--- src/rtl/scpu_ctrl.sv ---
// rtl/scpu_ctrl.sv - Multi-cycle control FSM for the simple accumulator CPU
module scpu_ctrl #(
  parameter int MEM_LAT = 1
) (
  input  logic       clk,
  input  logic       rst,
  input  logic [3:0] ir_op,
  input  logic       zero,
  input  logic       in_valid,
  input  logic       out_ready,
  output logic       mem_rd,
  output logic       mem_wr,
  output logic       addr_sel,
  output logic       ir_load,
  output logic       pc_inc,
  output logic       pc_load,
  output logic       acc_load,
  output logic [1:0] alu_op,
  output logic       acc_src,
  output logic       in_ack,
  output logic       out_valid,
  output logic       out_load,
  output logic       halted,
  output logic [2:0] state
);

  typedef enum logic [2:0] {
    S_FETCH   = 3'd0,
    S_DECODE  = 3'd1,
    S_EXEC    = 3'd2,
    S_MEM     = 3'd3,
    S_WB      = 3'd4,
    S_IO_WAIT = 3'd5,
    S_HALT    = 3'd6,
    S_UNUSED  = 3'd7
  } state_t;

  localparam logic [3:0] OP_LDA = 4'h1;
  localparam logic [3:0] OP_STA = 4'h2;
  localparam logic [3:0] OP_ADD = 4'h3;
  localparam logic [3:0] OP_SUB = 4'h4;
  localparam logic [3:0] OP_JMP = 4'h5;
  localparam logic [3:0] OP_JZ  = 4'h6;
  localparam logic [3:0] OP_IN  = 4'h7;
  localparam logic [3:0] OP_OUT = 4'h8;
  localparam logic [3:0] OP_HLT = 4'hF;

  // Final count of a memory access; the 3-bit counter covers latencies 1..8.
  localparam logic [2:0] CNT_LAST = 3'(MEM_LAT - 1);

  state_t     state_q, state_d;
  logic [2:0] cnt_q, cnt_d;
  logic [3:0] op_q, op_d;
  logic       cnt_last;

  assign cnt_last = (cnt_q == CNT_LAST);
  assign state    = state_q;

  // State, wait counter and latched opcode; reset abandons any instruction in flight.
  always_ff @(posedge clk or negedge rst) begin
    if (!rst) begin
      state_q <= S_FETCH;
      cnt_q   <= 3'd0;
      op_q    <= 4'h0;
    end else begin
      state_q <= state_d;
      cnt_q   <= cnt_d;
      op_q    <= op_d;
    end
  end

  // Next-state sequencing: memory phases wait MEM_LAT cycles, I/O waits on its handshake.
  always_comb begin
    state_d = state_q;
    cnt_d   = cnt_q;
    op_d    = op_q;
    case (state_q)
      S_FETCH: begin
        if (cnt_last) begin
          cnt_d   = 3'd0;
          state_d = S_DECODE;
        end else begin
          cnt_d = cnt_q + 3'd1;
        end
      end
      S_DECODE: begin
        op_d = ir_op;
        case (ir_op)
          OP_LDA, OP_ADD, OP_SUB: state_d = S_MEM;
          OP_STA:                 state_d = S_EXEC;
          OP_IN, OP_OUT:          state_d = S_IO_WAIT;
          OP_HLT:                 state_d = S_HALT;
          default:                state_d = S_FETCH;
        endcase
      end
      S_EXEC: state_d = S_FETCH;
      S_MEM: begin
        if (cnt_last) begin
          cnt_d   = 3'd0;
          state_d = S_WB;
        end else begin
          cnt_d = cnt_q + 3'd1;
        end
      end
      S_WB: state_d = S_FETCH;
      S_IO_WAIT: begin
        if (op_q == OP_IN) begin
          if (in_valid) state_d = S_FETCH;
        end else begin
          if (out_ready) state_d = S_FETCH;
        end
      end
      S_HALT: state_d = S_HALT;
      default: begin
        state_d = S_FETCH;
        cnt_d   = 3'd0;
      end
    endcase
  end

  // Output decode; everything is forced low while reset is held, even though state reads FETCH.
  always_comb begin
    mem_rd    = 1'b0;
    mem_wr    = 1'b0;
    addr_sel  = 1'b0;
    ir_load   = 1'b0;
    pc_inc    = 1'b0;
    pc_load   = 1'b0;
    acc_load  = 1'b0;
    alu_op    = 2'b00;
    acc_src   = 1'b0;
    in_ack    = 1'b0;
    out_valid = 1'b0;
    out_load  = 1'b0;
    halted    = 1'b0;
    if (rst) begin
      case (state_q)
        S_FETCH: begin
          mem_rd  = 1'b1;
          ir_load = cnt_last;
          pc_inc  = cnt_last;
        end
        S_DECODE: begin
          // The branch decision uses the freshly loaded IR, not the latched op.
          if (ir_op == OP_JMP) pc_load = 1'b1;
          else if (ir_op == OP_JZ) pc_load = zero;
        end
        S_EXEC: begin
          mem_wr   = 1'b1;
          addr_sel = 1'b1;
        end
        S_MEM: begin
          mem_rd   = 1'b1;
          addr_sel = 1'b1;
        end
        S_WB: begin
          acc_load = 1'b1;
          case (op_q)
            OP_ADD:  alu_op = 2'b01;
            OP_SUB:  alu_op = 2'b10;
            default: alu_op = 2'b00;
          endcase
        end
        S_IO_WAIT: begin
          if (op_q == OP_IN) begin
            acc_src  = 1'b1;
            in_ack   = in_valid;
            acc_load = in_valid;
          end else begin
            out_valid = 1'b1;
            out_load  = out_ready;
          end
        end
        S_HALT: halted = 1'b1;
        default: ;
      endcase
    end
  end

endmodule

--- config.mk ---
export PLATFORM = sky130hd
export DESIGN_NAME = scpu_ctrl
export DESIGN_NICKNAME = d
export VERILOG_FILES = /design/src/rtl/scpu_ctrl.sv
export SDC_FILE = /design/constraint.sdc
export NUM_CORES = 1
export LEC_CHECK = 0
export ABC_CLOCK_PERIOD_IN_PS = 2050
export CAP_MARGIN = 20
export CORE_ASPECT_RATIO = 0.5
export CORE_MARGIN = 2
export CORE_UTILIZATION = 30
export DETAILED_ROUTE_END_ITERATION = 10
export PLACE_DENSITY = 0.63
export SETUP_SLACK_MARGIN = 0.3
export SYNTH_ARGS = -nofsm -noshare
export SYNTH_HDL_FRONTEND = slang
export SYNTH_SLANG_ARGS = --single-unit
export TNS_END_PERCENT = 20
--- constraint.sdc ---
create_clock -name clk -period 2.05 [get_ports clk]
set_input_delay 0.205 -clock clk [delete_from_list [all_inputs] [get_ports clk]]
set_output_delay 0.205 -clock clk [all_outputs]
set_load 0.005 [all_outputs]
==> results of run 1 <==
## state kept, by name, indices dropped and copies added, names as in the netlist
| register | count |
|---|---|
| state | 3 |
| cnt_q | 3 |
| op_q | 4 |
## per-layer routing
metal	global-route usage, %	up-vias
met1	16.2	359
met3	3.96	0
met4	2.68	0
met2	21.3	12
li1	-	393
met5	0	-
## area by class of cell
cell class | instances | area share, %
clock buffers | 3 | 3.46
well taps | 37 | 3.88
flip-flops and latches | 10 | 21.1
inverters | 4 | 1.26
repair buffers | 36 | 29.1
multi-input cells | 72 | 41.2
## where the power goes
group | total [mW] | internal, mW | switching, mW
clock | 0.204 | 0.128 | 0.0752
sequential | 0.337 | 0.264 | 0.0727
combinational | 0.617 | 0.345 | 0.272
total | 1.16 | 0.738 | 0.420
## cells by family after synthesis
logic type      Yosys count  share of synthesized area [%]
buf+inv                  11                           9.57
compound gates           16                           15.1
simple gates             44                           28.4
xor+xnor                  2                           2.16
fa+ha+maj                 2                           3.09
flops                    10                           30.9
mux                       8                           10.8
## through the flow
stage | setup WS (ps) | util, %
floorplan | 565 | -
detailed placement | 35.6 | 43.3
global route | 21.6 | 46.1
CTS | 69.0 | 45.2
finish | 89.7 | 46.1
global placement | 41.6 | 43.3
## path summary, 6_finish.rpt
path	startpoint	end	slack, ps	depth (start not counted)
worst max register to register	state[0]$_DFFE_PN0P_	state[0]$_DFFE_PN0P_	440	5
min in group clk	cnt_q[1]$_DFFE_PN0N_	cnt_q[1]$_DFFE_PN0N_	540	1
max in group asynchronous	rst	state[2]$_DFFE_PN0P_	1560	2
worst min-delay path	rst	cnt_q[1]$_DFFE_PN0N_	330	2
worst max-delay path	state[0]$_DFFE_PN0P_	alu_op[0]	90	5
worst min register to register	cnt_q[1]$_DFFE_PN0N_	cnt_q[1]$_DFFE_PN0N_	540	1
## worst max-delay path, cell delays in order (launching register included)
cell and delay, ps:
dfrtp_1 410, nand2b_2 240, nor2_1 100, nand2_1 70, nor3_1 170, clkdlybuf4s50_1 520
## layout by cell type (no fill, tap or decap), types with 3 or more instances in the layout
cell type / n
clkdlybuf4s50_1: 21
nand2_1: 13
nor2_1: 11
dfrtp_1: 9
buf_4: 8
mux2_2: 5
inv_1: 4
o21ai_0: 4
nand3_1: 3
clkbuf_8: 3
buf_6: 3
## repair_timing
action,in CTS,in global routing
setup endpoints to repair,13,15
resized for setup,4,6
endpoints found under the hold margin,0,0
pin swaps,0,1
setup buffers,0,1
==> summary.md, run 1 <==
| Metric | Value |
|---|---|
| H-tree depth | 1 |
| Design area | 0.00119 mm2 |
| DRC Markers | 0 |
| # rows | 13 |
| DR top layer | met3 |
| Minimum clock period | 1960 ps |
| CP Class | reg -> out |
| Worst hold slack | 328 ps |
| Pwr Total | 1.16 mW |
| Die area | 0.00316 mm2 |
| Diode count | 0 |
| WP data arrival | 1760 ps |
| GPL Wtd Cong | 0.696 |
| Vias in the first global route | 614 |
| TNS Setup | 0 ps |
| RSZ-0062 raised after global routing | true |
| Layout cells sized above 1 | 20.8% |
| Reg area | 251 um2 |
| CTS max path bufs | 2 |
| Die Wd | 77.5 um |
| Area of the core | 0.00259 mm2 |
| CP Capture Type | output pin |
| Drt pass-1 iters | 4 |
| Yosys reg bits | 10 |
| Clk Latency, worst-skew pair | 230 ps |
| Synth async-reset ratio | 100% |
| Syn avg cell area | 8.72 um2 |
| Count leader, synth | nand2_1 |
| Inst Count DP | 158 |
| Wire length on met3 | 76 um |
| HP Class | in -> async |
| Met2 WL | 914 um |
| Post-place instance area | 0.00112 mm2 |
| Layout net count | 138 |
| Syn nets | 104 |
| Worst Tran Pin Value | 330 ps |
| CTS tree | built |
| Clk sinks | 10 |
| Fill count | 267 |
| Vias/cell | 4.72 |
| Top_reg_cell synth | dfrtp_1 |
| Finished Layout Cells | 162 |
| Routed met1 length | 933 um |
| Sequential area share after synthesis | 30.9% |
| Post-Syn Area | 811 um2 |
| Reg clk slew, reported paths | 50 ps |
| I/O pins | 26 |
| I/O Buffers | 25 |
| Final ANT Viol Nets | 0 |
| Antenna violations before repair | 0 |
| Period utilisation layout | 95.6% |
| LEAKAGE | 0.513 nW |
| Average wire per standard cell | 11.9 um |
| Worst vdd ir | 0.309 mV |
| GRT overflow | 0 |
| Fmax | 510 MHz |
| Largest net degree at the start of global routing | 16 |
| Max cap viols | 0 |
| CTS root buf | clkbuf_8 |
| Data required, critical path | 1850 ps |
| Final hold vios | 0 |
| Largest fanout on the critical path | 4 |
| Final setup viols | 0 |
| Clk_skew | 2.07 ps |
| Largest area contributor in the netlist | dfrtp_1 |
| Initial DRC count | 34 |
| Synth top area cells | dfrtp_1, mux2_2, nand2_1 |
| Hold-fix buffers, CTS | 0 |
| First-pass GRT wire length | 2930 um |
| Tot GR Track Use | 12.5% |
| Ys Warns | 0 |
| HPWL after detailed placement | 1500 um |
| Vias | 764 |
| Final Max Tran Viols | 0 |
| CTS Buf Count | 3 |
| Status | finished, final reports clean |
| EDFF count, synth | 0 |
| Commonest cells post-synth | nand2_1, nor2_1, dfrtp_1 |
| Mapped Cells | 93 |
| Synth top area share | 30.9% |
| Crit path launch type | flip-flop |
| Slew HR | 78.0% |
| Initial core utilization | 31.3% |
| Detailed Route WL | 1930 um |
| Layout area overhead | 47.1% |
| Multi-input logic area | 492 um2 |
| Synth unique cells | 39 |
| Power per cell area | 971 mW/mm2 |
| Die height | 40.8 um |
No activity file was read; power rests on OpenSTA's default activity.
==> run 2, diff against run 1 <==
CORE_MARGIN = unset   (was 2)
==> summary.md, run 2 (synthesis gave the netlist of run 1 again) <==
| Metric | Value |
|---|---|
| CP Capture Type | output pin (unchanged) |
| Initial core utilization | 34.0% (was 31.3%) |
| Reg2reg start | state[1]$_DFFE_PN0P_ (was state[0]$_DFFE_PN0P_) |
| Reg area | 253 um2 (was 251 um2) |
| Layout cells sized above 1 | 23.8% (was 20.8%) |
| Fmax | 533 MHz (was 510 MHz) |
| Crit path launch type | flip-flop (unchanged) |
| Vias/cell | 4.73 (was 4.72) |
| First-pass GRT wire length | 3020 um (was 2930 um) |
| Reg clk slew, reported paths | 50 ps (about the same) |
| Power per cell area | 953 mW/mm2 (was 971 mW/mm2) |
| CTS tree | built (unchanged) |
| GRT overflow | 0 (unchanged) |
| # rows | 12 (was 13) |
| Tot GR Track Use | 15.1% (was 12.5%) |
| HPWL after detailed placement | 1470 um (was 1500 um) |
| LEAKAGE | 0.652 nW (was 0.513 nW) |
| Vias in the first global route | 641 (was 614) |
| Post-layout util | 52.1% (was 46.1%) |
| HP Class | reg -> reg (was in -> async) |
| Fill count | 225 (was 267) |
| I/O pins | 26 (unchanged) |
| Status | finished, final reports clean (unchanged) |
| GPL Wtd Cong | 0.781 (was 0.696) |
| Hold path endpoint | cnt_q[1]$_DFFE_PN0N_ |
| Reg with most FFs | op_q (unchanged) |
| Final ANT Viol Nets | 0 (unchanged) |
| CTS root buf | clkbuf_8 (unchanged) |
| Most frequent cells in the layout | clkdlybuf4s50_1, nand2_1, nor2_1 (unchanged) |
| Max reg flops | 4 (unchanged) |
| Hold Crit Depth | 1 |
| Data required, critical path | 1850 ps (about the same) |
| Drt pass-1 iters | 4 (unchanged) |
| Area of the core | 0.00239 mm2 (was 0.00259 mm2) |
| Layout net count | 139 (was 138) |
| CP Class | reg -> out (unchanged) |
| Max cap viols | 0 (unchanged) |
| Minimum clock period | 1880 ps (was 1960 ps) |
| DRC Markers | 0 (unchanged) |
| Clk_skew | 2.63 ps (was 2.07 ps) |
| Reg2Reg Setup Slack | 420 ps (was 440 ps) |
| I/O Buffers | 25 (unchanged) |
| Min-Delay Startpoint | cnt_q[1]$_DFFE_PN0N_ |
| H-tree depth | 1 (unchanged) |
| Worst vdd ir | 0.357 mV (was 0.309 mV) |
| Design area | 0.00124 mm2 (was 0.00119 mm2) |
| Largest net degree at the start of global routing | 17 (was 16) |
| TNS Setup | 0 ps (unchanged) |
| Final hold vios | 0 (unchanged) |
| RSZ-0062 raised after global routing | true (unchanged) |
| Worst Tran Pin Value | 518 ps (was 330 ps) |
| Finished Layout Cells | 161 (was 162) |
| CTS Buf Count | 3 (unchanged) |
| Vias | 762 (was 764) |
| Antenna violations before repair | 0 (unchanged) |
| Slew HR | 65.4% (was 78.0%) |
| Clk sinks | 10 (unchanged) |
| Initial DRC count | 30 (was 34) |
| Commonest non-fill, non-tap cell in the layout | clkdlybuf4s50_1 (unchanged) |
| Largest fanout on the critical path | 3 (was 4) |
| Post-place instance area | 0.00111 mm2 (was 0.00112 mm2) |
| Die area | 0.00293 mm2 (was 0.00316 mm2) |
| Period utilisation layout | 91.6% (was 95.6%) |
| Diode count | 0 (unchanged) |
| WP data arrival | 1670 ps (was 1760 ps) |
| Multi-input logic area | 517 um2 (was 492 um2) |
| Inst Count DP | 155 (was 158) |
| Final setup viols | 0 (unchanged) |
| Layout area overhead | 53.4% (was 47.1%) |
| Final Max Tran Viols | 0 (unchanged) |
| Detailed Route WL | 2050 um (was 1930 um) |
| Average wire per standard cell | 12.8 um (was 11.9 um) |
| R2R cell count | 5 (unchanged) |
| Reg-to-Reg End | state[0]$_DFFE_PN0P_ (unchanged) |
| Clk Latency, worst-skew pair | 240 ps (was 230 ps) |
| Die Wd | 75.5 um (was 77.5 um) |
| CTS max path bufs | 2 (unchanged) |
| Pwr Total | 1.19 mW (was 1.16 mW) |
| Die height | 38.8 um (was 40.8 um) |
-- run 2: changes by cell type in the layout (fill, tap and decap cells not counted), sizes merged --
| cell | delta |
|---|---|
| clkdlybuf4s50 | -7 |
| dlygate4sd2 | -1 |
| dlygate4sd3 | +1 |
| dlymetal6s2s | +8 |
-- run 2: how the worst max path moves through the flow --
stage                         start                   end  slack, ps  cells after the start
3_3_place_gp                    rst               ir_load         50                      4
4_1_cts        cnt_q[0]$_DFFE_PN0N_                pc_inc         30                      5
2_1_floorplan  cnt_q[0]$_DFFE_PN0N_  cnt_q[2]$_DFFE_PN0N_        570                      5
5_1_grt        state[0]$_DFFE_PN0P_             alu_op[0]         80                      5
6_report       state[0]$_DFFE_PN0P_             alu_op[0]        170                      5
3_5_place_dp                    rst               pc_load         40                      5
-- run 2: timing repair --
action | in CTS | in global routing
pin swaps | 0 | 4
setup buffers | 0 | 2
hold buffers | 0 | 1
resized for setup | 2 | 19
endpoints found under the hold margin | 0 | 10
setup endpoints to repair | 14 | 14
-- run 2: final cells by class --
| class | instances | share of cell area [%] |
|---|---|---|
| Clock buffer | 3 | 3.32 |
| Inverter | 4 | 1.21 |
| Sequential cell | 10 | 20.3 |
| Tap cell | 35 | 3.52 |
| Multi-Input combinational cell | 72 | 41.5 |
| Timing Repair Buffer | 37 | 30.1 |
-- run 2: metal layers --
layer	global-route usage, %	vias to the layer above	share of wire [%]
li1	-	400	-
met1	19.0	347	49
met2	22.8	11	45
met3	6.25	4	3.5
met4	6.94	0	1.9
met5	0	-	0
-- run 2: through the flow --
stage	setup WS [ps]	hold WS [ps]
floorplan	565	-90.6
global placement	48.0	518
detailed placement	43.0	526
CTS	25.9	342
global route	83.0	563
finish	173	540
-- run 2: power by group --
group / switching [mW] / internal, mW
Clock: 0.0799 / 0.129
Combinational: 0.299 / 0.345
Sequential: 0.0674 / 0.265
Total: 0.446 / 0.739
-- run 2: critical path, cell delays in order, from the launching register on --
cell and delay (ps):
dfrtp_1 360, nand2b_2 220, nor2_1 100, nand2_1 80, nor3_2 140, clkdlybuf4s50_1 510
